File: config.mk
export PLATFORM = sky130hd
export DESIGN_NAME = pipe_controller
export DESIGN_NICKNAME = d
export VERILOG_FILES = /design/src/rtl/pipe_ctrl_pkg.sv /design/src/rtl/pipe_controller_hazard_unit.sv /design/src/rtl/pipe_controller.sv
export SDC_FILE = /design/constraint.sdc
export NUM_CORES = 1
export LEC_CHECK = 0
export ABC_AREA = 1
export CAP_MARGIN = 20
export CORE_ASPECT_RATIO = 1.1
export CORE_MARGIN = 5
export CORE_UTILIZATION = 52
export CTS_CLUSTER_DIAMETER = 120
export DETAILED_ROUTE_END_ITERATION = 12
export PLACE_DENSITY = 0.81
export SYNTH_ARGS = -nofsm -noshare
export SYNTH_HDL_FRONTEND = slang
export SYNTH_SLANG_ARGS = --single-unit
File: constraint.sdc
create_clock -name clk -period 2.7 [get_ports clk]
set_input_delay 0.675 -clock clk [delete_from_list [all_inputs] [get_ports clk]]
set_output_delay 0.675 -clock clk [all_outputs]
set_load 0.02 [all_outputs]
File: src/rtl/pipe_ctrl_pkg.sv
// pipe_ctrl_pkg: opcodes, func codes, ALU/forward select constants and control bundle for pipe_controller
package pipe_ctrl_pkg;
    localparam logic [5:0] OP_RTYPE = 6'b000000;
    localparam logic [5:0] OP_J     = 6'b000010;
    localparam logic [5:0] OP_BEQ   = 6'b000100;
    localparam logic [5:0] OP_BNE   = 6'b000101;
    localparam logic [5:0] OP_LW    = 6'b100011;
    localparam logic [5:0] OP_SW    = 6'b101011;
    localparam logic [5:0] OP_ADDI  = 6'b001000;
    localparam logic [5:0] OP_ANDI  = 6'b001100;
    localparam logic [5:0] OP_ORI   = 6'b001101;
    localparam logic [5:0] OP_SLTI  = 6'b001010;
    localparam logic [5:0] FN_ADD   = 6'b100000;
    localparam logic [5:0] FN_SUB   = 6'b100010;
    localparam logic [5:0] FN_AND   = 6'b100100;
    localparam logic [5:0] FN_OR    = 6'b100101;
    localparam logic [5:0] FN_SLT   = 6'b101010;
    localparam logic [2:0] ALU_ADD  = 3'd0;
    localparam logic [2:0] ALU_SUB  = 3'd1;
    localparam logic [2:0] ALU_AND  = 3'd2;
    localparam logic [2:0] ALU_OR   = 3'd3;
    localparam logic [2:0] ALU_SLT  = 3'd4;
    localparam logic [1:0] FWD_RF   = 2'b00;
    localparam logic [1:0] FWD_MEM  = 2'b10;
    localparam logic [1:0] FWD_WB   = 2'b01;
    typedef struct packed {
        logic alu_src_imm;
        logic wmem;
        logic load;
        logic wb;
    } ctrl_t;
endpackage

File: src/rtl/pipe_controller_hazard_unit.sv
// hazard_unit: combinational load-use/branch stall detection plus EX and ID forwarding selects
module hazard_unit
    import pipe_ctrl_pkg::*;
#(
    parameter int REG_ADDR_W = 5,
    parameter bit BRANCH_FWD = 1'b1
) (
    input  logic [REG_ADDR_W-1:0] rs,
    input  logic [REG_ADDR_W-1:0] rt,
    input  logic                  use_rs,
    input  logic                  use_rt,
    input  logic                  is_branch,
    input  logic                  ex_load,
    input  logic                  ex_wb,
    input  logic [REG_ADDR_W-1:0] ex_dst,
    input  logic [REG_ADDR_W-1:0] ex_rs,
    input  logic [REG_ADDR_W-1:0] ex_rt,
    input  logic                  mem_load,
    input  logic                  mem_wb,
    input  logic [REG_ADDR_W-1:0] mem_dst,
    input  logic                  wb_wb,
    input  logic [REG_ADDR_W-1:0] wb_dst,
    output logic                  haz_stall,
    output logic [1:0]            fwd_a,
    output logic [1:0]            fwd_b,
    output logic                  fwd_id_a,
    output logic                  fwd_id_b
);
    function automatic logic hit(input logic [REG_ADDR_W-1:0] d, input logic [REG_ADDR_W-1:0] s);
        return d != '0 && d == s;
    endfunction
    logic load_use, br_haz;
    always_comb begin
        load_use = ex_load && ((use_rs && hit(ex_dst, rs)) || (use_rt && hit(ex_dst, rt)));
        br_haz = is_branch && ((ex_wb && (hit(ex_dst, rs) || hit(ex_dst, rt)))
            || ((mem_load || (!BRANCH_FWD && mem_wb)) && (hit(mem_dst, rs) || hit(mem_dst, rt))));
        haz_stall = load_use || br_haz;
        fwd_a = mem_wb && hit(mem_dst, ex_rs) ? FWD_MEM : wb_wb && hit(wb_dst, ex_rs) ? FWD_WB : FWD_RF;
        fwd_b = mem_wb && hit(mem_dst, ex_rt) ? FWD_MEM : wb_wb && hit(wb_dst, ex_rt) ? FWD_WB : FWD_RF;
        fwd_id_a = BRANCH_FWD && mem_wb && !mem_load && hit(mem_dst, rs);
        fwd_id_b = BRANCH_FWD && mem_wb && !mem_load && hit(mem_dst, rt);
    end
endmodule

File: src/rtl/pipe_controller.sv
// pipe_controller: 5-stage MIPS ID decode, control pipeline ID/EX..MEM/WB, stall/flush/forward and cache freeze
module pipe_controller
    import pipe_ctrl_pkg::*;
#(
    parameter int REG_ADDR_W = 5,
    parameter int ALU_SIG_W  = 3,
    parameter bit ENABLE_IMM = 1'b1,
    parameter bit BRANCH_FWD = 1'b1
) (
    input  logic                  clk,
    input  logic                  rst,
    input  logic [5:0]            opcode,
    input  logic [5:0]            func,
    input  logic [REG_ADDR_W-1:0] rs,
    input  logic [REG_ADDR_W-1:0] rt,
    input  logic [REG_ADDR_W-1:0] rd,
    input  logic                  equal,
    input  logic                  cacheStall,
    output logic                  pcWrite,
    output logic                  ifidWrite,
    output logic                  ifidFlush,
    output logic                  jumpSel,
    output logic                  jumpCondSel,
    output logic [ALU_SIG_W-1:0]  exAluSig,
    output logic                  exAluSrcImm,
    output logic [1:0]            fwdA,
    output logic [1:0]            fwdB,
    output logic                  fwdIdA,
    output logic                  fwdIdB,
    output logic                  memWMEM,
    output logic                  memLoad,
    output logic                  wbWB,
    output logic [REG_ADDR_W-1:0] wbDst
);
    ctrl_t id_c, ex_c;
    logic [2:0] id_alu;
    logic [REG_ADDR_W-1:0] id_dst, ex_dst, ex_rs, ex_rt, mem_dst;
    logic use_rs, use_rt, is_branch, is_jump, taken, haz_stall, mem_wb;
    always_comb begin
        id_c = '0;
        id_alu = ALU_ADD;
        id_dst = '0;
        use_rs = 1'b0;
        use_rt = 1'b0;
        is_branch = 1'b0;
        is_jump = 1'b0;
        taken = 1'b0;
        case (opcode)
            OP_RTYPE: begin
                id_c.wb = func inside {FN_ADD, FN_SUB, FN_AND, FN_OR, FN_SLT};
                id_alu = func == FN_SUB ? ALU_SUB : func == FN_AND ? ALU_AND :
                         func == FN_OR ? ALU_OR : func == FN_SLT ? ALU_SLT : ALU_ADD;
                id_dst = id_c.wb ? rd : '0;
                use_rs = id_c.wb;
                use_rt = id_c.wb;
            end
            OP_J: is_jump = 1'b1;
            OP_BEQ, OP_BNE: begin
                is_branch = 1'b1;
                use_rs = 1'b1;
                use_rt = 1'b1;
                taken = (opcode == OP_BEQ) == equal;
            end
            OP_LW: begin
                id_c.alu_src_imm = 1'b1;
                id_c.load = 1'b1;
                id_c.wb = 1'b1;
                id_dst = rt;
                use_rs = 1'b1;
            end
            OP_SW: begin
                id_c.alu_src_imm = 1'b1;
                id_c.wmem = 1'b1;
                use_rs = 1'b1;
                use_rt = 1'b1;
            end
            OP_ADDI, OP_ANDI, OP_ORI, OP_SLTI: if (ENABLE_IMM) begin
                id_c.alu_src_imm = 1'b1;
                id_c.wb = 1'b1;
                id_dst = rt;
                use_rs = 1'b1;
                id_alu = opcode == OP_ANDI ? ALU_AND : opcode == OP_ORI ? ALU_OR :
                         opcode == OP_SLTI ? ALU_SLT : ALU_ADD;
            end
            default: ;
        endcase
    end
    hazard_unit #(.REG_ADDR_W(REG_ADDR_W), .BRANCH_FWD(BRANCH_FWD)) u_haz (
        .rs(rs), .rt(rt), .use_rs(use_rs), .use_rt(use_rt), .is_branch(is_branch),
        .ex_load(ex_c.load), .ex_wb(ex_c.wb), .ex_dst(ex_dst), .ex_rs(ex_rs), .ex_rt(ex_rt),
        .mem_load(memLoad), .mem_wb(mem_wb), .mem_dst(mem_dst), .wb_wb(wbWB), .wb_dst(wbDst),
        .haz_stall(haz_stall), .fwd_a(fwdA), .fwd_b(fwdB), .fwd_id_a(fwdIdA), .fwd_id_b(fwdIdB)
    );
    assign pcWrite = !rst && !cacheStall && !haz_stall;
    assign ifidWrite = pcWrite;
    assign jumpSel = pcWrite && is_jump;
    assign jumpCondSel = pcWrite && taken;
    assign ifidFlush = jumpSel || jumpCondSel;
    assign exAluSrcImm = ex_c.alu_src_imm;
    always_ff @(posedge clk) begin
        if (rst) begin
            ex_c <= '0;
            exAluSig <= '0;
            ex_dst <= '0;
            ex_rs <= '0;
            ex_rt <= '0;
            memWMEM <= 1'b0;
            memLoad <= 1'b0;
            mem_wb <= 1'b0;
            mem_dst <= '0;
            wbWB <= 1'b0;
            wbDst <= '0;
        end else if (!cacheStall) begin
            ex_c <= haz_stall ? '0 : id_c;
            exAluSig <= haz_stall ? '0 : ALU_SIG_W'(id_alu);
            ex_dst <= haz_stall ? '0 : id_dst;
            ex_rs <= haz_stall ? '0 : rs;
            ex_rt <= haz_stall ? '0 : rt;
            memWMEM <= ex_c.wmem;
            memLoad <= ex_c.load;
            mem_wb <= ex_c.wb;
            mem_dst <= ex_dst;
            wbWB <= mem_wb;
            wbDst <= mem_dst;
        end
    end
endmodule

==> metrics.cfg, run 1 <==
[timing]
timing.setup.tns_ns=0
worst_pin_slew_ns=0.540
holdWs_ns=0.475
finalCriticalPeriod_ns=2.61
drv_slew=0
period_share=0.968
setup_viol=0
maxSlewHeadroom=0.640
rsz0062_at_grt=no
hold_viol=0
clock.fmax_ghz=0.383
fin_skew_ns=0.00400

[synth]
syn_nets=438
seq_area_frac_synth=0.274
synth_ff_type=dfxtp_1
synth_area_leaders=dfxtp_1 (27%), nand2_1 (15%), nand4_1 (6.9%)
yosysTopAreaCell=dfxtp_1
ys_ff_latch=36
synth_edf_count=0
synth.distinct_cells=36
netlist_instances=407
synth_warnings=0
synthArstFlopShare=0
syn_avg_cell_area_um2=6.46
synth_top_area_frac=0.274
synth_area_um2=2630

[detailed_routing]
initialDrtViolationCount=213
via_count=3096
avgViaCountPerCell=5.47
wl_per_cell_um=14.1
first_pass_iters=5
drc=0
ant_nets=0
wirelength_um=8000

[placement]
io_buffers=53
place_inst=535
finalWeightedCongestion=0.893
place_hpwl_um=5280
place_area_um2=3370

[global_route]
grt-ovfl-total=0
grt_max_degree=59
grt_pass1_wl_um=13000
grt_pass1_vias=2930
grt_use_total=0.236
antenna_found_initial=0

[hold_path]
hp-class=flip-flop to flip-flop
hp-start=exAluSig[2]
min_to=exAluSig[2]
min_delay_path_depth=2

[critical_path]
startpoint_type=input port
r2r_cells=12
required_ns=2.03
r2r_end=ex_rt[3]
end_kind=primary output
worstSetupPathType=input port to primary output
worstPathArrival_ns=1.94
crit_fanout=4
r2r_slack_ns=0.94
rr_startpoint=ex_dst[3]

[floorplan]
fp.dieH_um=84.6
dieArea_um2=6580
initial_core_util=0.530
core_um2=4970
die_w_um=77.8
fp-row-count=27
io-pin-count=54

[cts]
clock_path_buffers=2
htreeDepth=2
cts_tree=done
cts_buffers=5
path_clk_slew_ns=0.07
cts_sinks=36
root_buffer=clkbuf_8
clk_latency_ns=0.28

[layout]
drive_above_1_share=0.270
utilization=0.729
area_growth_pct=37.7
design_area_um2=3620
final_cells=566
nets=538
n_antenna_cell=0

[pwr]
leakage_nw=1.86
p_per_area_nw_per_um2=354
ir_worst_vdd_mv=0.171

[run]
cap_violations=0

[outcome]
outcome=completed

[routing by layer]
metal  vias up  track usage  part of all wire
li1       1526            -                 -
met1      1407        0.261              0.38
met2       132        0.424              0.52
met3        31       0.0429             0.060
met4         0        0.117             0.040
met5         -            0                 0
[registers in the layout (all words and copies together), names as in the netlist, 3 cells and up]
signal,cells
ex_dst,5
ex_c,3
ex_rt,5
mem_dst,5
ex_rs,5
exAluSig,3
wbDst,5
[worst max-delay path, cell delays in order]
cell	delay, ns
dlygate4sd2_1	0.21
inv_1	0.06
nor2_2	0.15
nand3_2	0.11
nand2_2	0.11
nand2_2	0.07
nand2_1	0.06
nand2_1	0.06
nand2_2	0.08
nand2_4	0.05
nand3_4	0.11
nor2_1	0.05
buf_4	0.15
[cell families (layout without fill, tap and decap cells)]
kind of cell           Yosys count  count (layout)  share of synthesized area
flip-flops                      36              36                      0.274
XOR/XNOR                        23              23                     0.0766
AO/OA/AOI/OAI                   38              38                     0.0813
AND/OR/NAND/NOR                242             242                      0.447
buffers and inverters           68             169                      0.121
[Yosys cell counts, types with 2 or more instances]
cell type,instances
inv_2,4
nor2_1,45
o22ai_1,2
xor2_1,10
dfxtp_1,36
buf_6,6
buf_4,4
nand3_4,2
nand2_2,2
o21a_1,2
nor4_1,2
inv_1,42
a21oi_1,15
nor2_4,3
nand4_1,29
nor3_1,4
xnor2_1,13
nand2_1,108
nand3_1,36
clkbuf_1,9
nand3_2,3
o21ai_0,14
nor2_2,2
o211ai_1,2
[metrics by stage]
step	power, mW	worst slack (ns)
after floorplan	0.750	0.162
after global placement	0.878	-0.750
after detailed placement	0.885	-0.757
after CTS	1.28	0.00540
after global routing	1.35	0.0000346
final	1.28	0.0866
[cell usage in the layout, fill, tap and decap left out, types with 3 or more instances in the layout]
cell and count:
inv_2 10, nand4_1 29, a21oi_1 14, xnor2_1 13, clkdlybuf4s50_1 20, clkbuf_2 15, dlygate4sd2_1 7, buf_4 65
xor2_1 10, nand3_2 5, nand2_1 104, nand3_1 33, o21ai_0 14, clkdlybuf4s15_1 3, inv_1 35, clkbuf_8 6
nand2_2 6, nor2_4 5, nand3_4 3, nor2_1 39, dfxtp_1 34, nor2_2 6, nor3_1 4
[power breakdown]
part,total [mW],switching [mW],internal (mW)
Combinational,0.312,0.168,0.143
Clock,0.392,0.189,0.203
Sequential,0.580,0.0273,0.553
[area by class of cell]
type	count	area [µm²]
clock buffers	6	82.6
clock inverters	2	10.0
fillers	404	1340
inverters	48	185
multi-input cells	303	1670
flip-flops and latches	36	723
well taps	58	72.6
repair buffers	113	883
[worst max-delay path by stage]
stage	depth (start not counted)	start	endpoint	slack [ns]
6_report	13	func[2]	jumpSel	0.09
5_1_grt	14	rt[1]	ifidFlush	0.00003
3_5_place_dp	13	opcode[0]	pcWrite	-0.76
4_1_cts	12	opcode[4]	pcWrite	0.005
3_3_place_gp	11	opcode[2]	ifidFlush	-0.75
2_1_floorplan	9	opcode[5]	pcWrite	0.16
[what timing repair did]
item	4_1_cts	5_1_grt
setup endpoints to repair	11	14
hold buffers	0	0
pin swaps	10	14
buffers inserted	18	5
gates resized for setup	71	53
Note: power is estimated with default switching activity, not from simulation.
==> run 2: changes to the inputs <==
- ABC_AREA: 1 -> default
- CORE_UTILIZATION: 52 -> 49
- MAX_ROUTING_LAYER: default -> met4
- PLACE_DENSITY: 0.81 -> 0.8
==> metrics.cfg, run 2 <==
[outcome]
outcome=finished, violations left
violations=negative setup slack

[timing]
worst_pin_slew_ns=0.418  ; -0.122 ns
rsz0062_at_grt=yes
maxSlewHeadroom=0.720  ; +0.0802
clock.fmax_ghz=0.328  ; -14%
drv_slew=0  ; unchanged
holdWs_ns=0.455  ; -0.0199 ns
fin_skew_ns=0.00327  ; -0.000729 ns
finalCriticalPeriod_ns=3.05  ; +0.433 ns
period_share=1.13  ; +0.160
setup_viol=11  ; +11
hold_viol=0  ; unchanged
setup_slack_ns=-0.346  ; -0.433 ns

[hold_path]
hp-class=flip-flop to flip-flop

[floorplan]
initial_core_util=0.514  ; -0.0159
fp.dieH_um=78.1  ; -7.6%
core_um2=4020  ; -19%
io-pin-count=54  ; unchanged
fp-row-count=24  ; -11%
die_w_um=71.9  ; -7.6%
dieArea_um2=5620  ; -15%

[layout]
utilization=0.845  ; +0.115
area_growth_pct=64.4
multi_input_area_um2=1410  ; -15%
nets=396  ; -26%
mostFrequentLayoutCells=buf_4 (77), dfxtp_1 (36), xor2_1 (27), nor2_1 (24)
final_common_cell=buf_4
drive_above_1_share=0.370  ; +0.100
n_antenna_cell=0  ; unchanged
n_fill_cell=248  ; -39%
regArea_um2=721  ; -0.35%

[global_route]
grt-ovfl-total=0  ; unchanged
grt_max_degree=18  ; -69%
grt_pass1_vias=2541  ; -13%
grt_use_total=0.302  ; +0.0662
grt_pass1_wl_um=12700  ; -2.2%
grt-busiest-layer=met2
grt_util_met1=0.307  ; +0.0461
grtUsageMet3=0.0485  ; +0.00561
use_met2=0.517  ; +0.0929
antenna_found_initial=0  ; unchanged

[synth]
seq_area_frac_synth=0.349  ; +0.0746
synth.most_common_cell=dfxtp_1
syn_nets=268  ; -39%
synth.distinct_cells=43  ; +19%
syn_avg_cell_area_um2=8.72  ; +35%
ys_ff_latch=36  ; unchanged
synth_common_cells=dfxtp_1 (36), xor2_1 (27), nor2_1 (25)
synth_edf_count=0  ; unchanged
synth_top_area_frac=0.349  ; +0.0746
synth_warnings=0  ; unchanged
synthArstFlopShare=0  ; unchanged
synth_area_leaders=dfxtp_1 (35%), xor2_1 (11%), mux2i_1 (7.3%)
synth_ff_type=dfxtp_1
yosysTopAreaCell=dfxtp_1
netlist_instances=237  ; -42%
synth_area_um2=2070  ; -21%

[detailed_routing]
via_count=2462  ; -20%
initialDrtViolationCount=191  ; -10%
wl_per_cell_um=20.0  ; +42%
wirelength_um=8340  ; +4.3%
avgViaCountPerCell=5.90  ; +7.9%
ant_nets=0  ; unchanged
drc=0  ; unchanged
first_pass_iters=4  ; -1

[cts]
clock_path_buffers=2  ; unchanged
cts_buffers=5  ; unchanged
holdBufCountCts=0  ; unchanged
cts_sinks=36  ; unchanged
path_clk_slew_ns=0.07  ; about the same
cts_tree=done
root_buffer=clkbuf_8
clk_latency_ns=0.28  ; about the same
htreeDepth=2  ; unchanged

[pwr]
ir_worst_vdd_mv=0.235  ; +38%
p_per_area_nw_per_um2=342  ; -3.5%
leakage_nw=1.55  ; -17%

[run]
cap_violations=0  ; unchanged

[placement]
place_hpwl_um=5250  ; -0.57%
dp_slack_ns=-0.982  ; -0.225 ns
finalWeightedCongestion=0.974  ; +9.1%
io_buffers=53  ; unchanged

[critical_path]
required_ns=2.03  ; about the same
worstSetupPathType=input port to primary output
startpoint_type=input port
worstPathArrival_ns=2.37  ; +0.43 ns
end_kind=primary output
crit_fanout=4  ; unchanged
slowest_delay_ns=0.39  ; +0.18 ns
crit_path_top_delay_cell=a211oi_4
worstPathCellList=clkdlybuf4s15_2 -> xor2_1 -> nor3_1 -> nand3_1 -> a211oi_4 -> nor3_4 -> and3_4 -> buf_6

run 2: area by class of cell:
cell class              count  area share
repair buffers            135       0.330
flip-flops and latches     36       0.212
clock inverters             1     0.00147
multi-input cells         187       0.416
clock buffers               6      0.0214
well taps                  52      0.0191
run 2: worst paths after layout:
path	depth (start not counted)	to	from	slack, ns
max	8	jumpCondSel	rt[3]	-0.35
min	2	exAluSrcImm	exAluSrcImm	0.45
max reg2reg	13	exAluSig[2]	ex_dst[3]	0.24
min reg2reg	2	exAluSrcImm	exAluSrcImm	0.45
run 2: cell families after synthesis:
| logic type | Yosys count | synth area share |
|---|---|---|
| compound gates | 42 | 0.148 |
| xor+xnor | 41 | 0.174 |
| buf+inv | 14 | 0.0369 |
| flops | 36 | 0.349 |
| mux | 15 | 0.0726 |
| simple gates | 89 | 0.220 |
run 2: what timing repair did:
action	in CTS	in global routing
endpoints found under the setup margin	11	19
hold endpoints to repair	0	0
gates resized for setup	123	24
pin swaps	19	20
setup buffers	23	4
run 2: worst max-delay path, delay by kind of cell:
family / cells / cell delay, ns
buffers and inverters: 2 / 0.35
AO/OA/AOI/OAI: 1 / 0.39
AND/OR/NAND/NOR: 4 / 0.80
XOR/XNOR: 1 / 0.15
run 2: layer usage:
metal  routed length (µm)  vias to the layer above
met5                    0                        -
met4                  607                        0
met3                  595                       56
met2                 4270                      153
met1                 2870                     1158
li1                     -                     1095
run 2: metrics by stage:
step                setup TNS, ns  power [mW]  cell area (µm²)  instances
finish                      -2.34        1.16             3400        417
global route                -3.32        1.21             3400        417
CTS                        -0.628        1.15             3360        416
detailed placement          -8.37       0.783             3040        387
global placement            -6.42       0.778             3040        387
floorplan                 -0.0204       0.654             2080        237
run 2: where the power goes:
group,internal [mW],switching [mW]
Sequential,0.542,0.0154
Clock,0.175,0.178
Combinational,0.134,0.118
Total,0.852,0.311
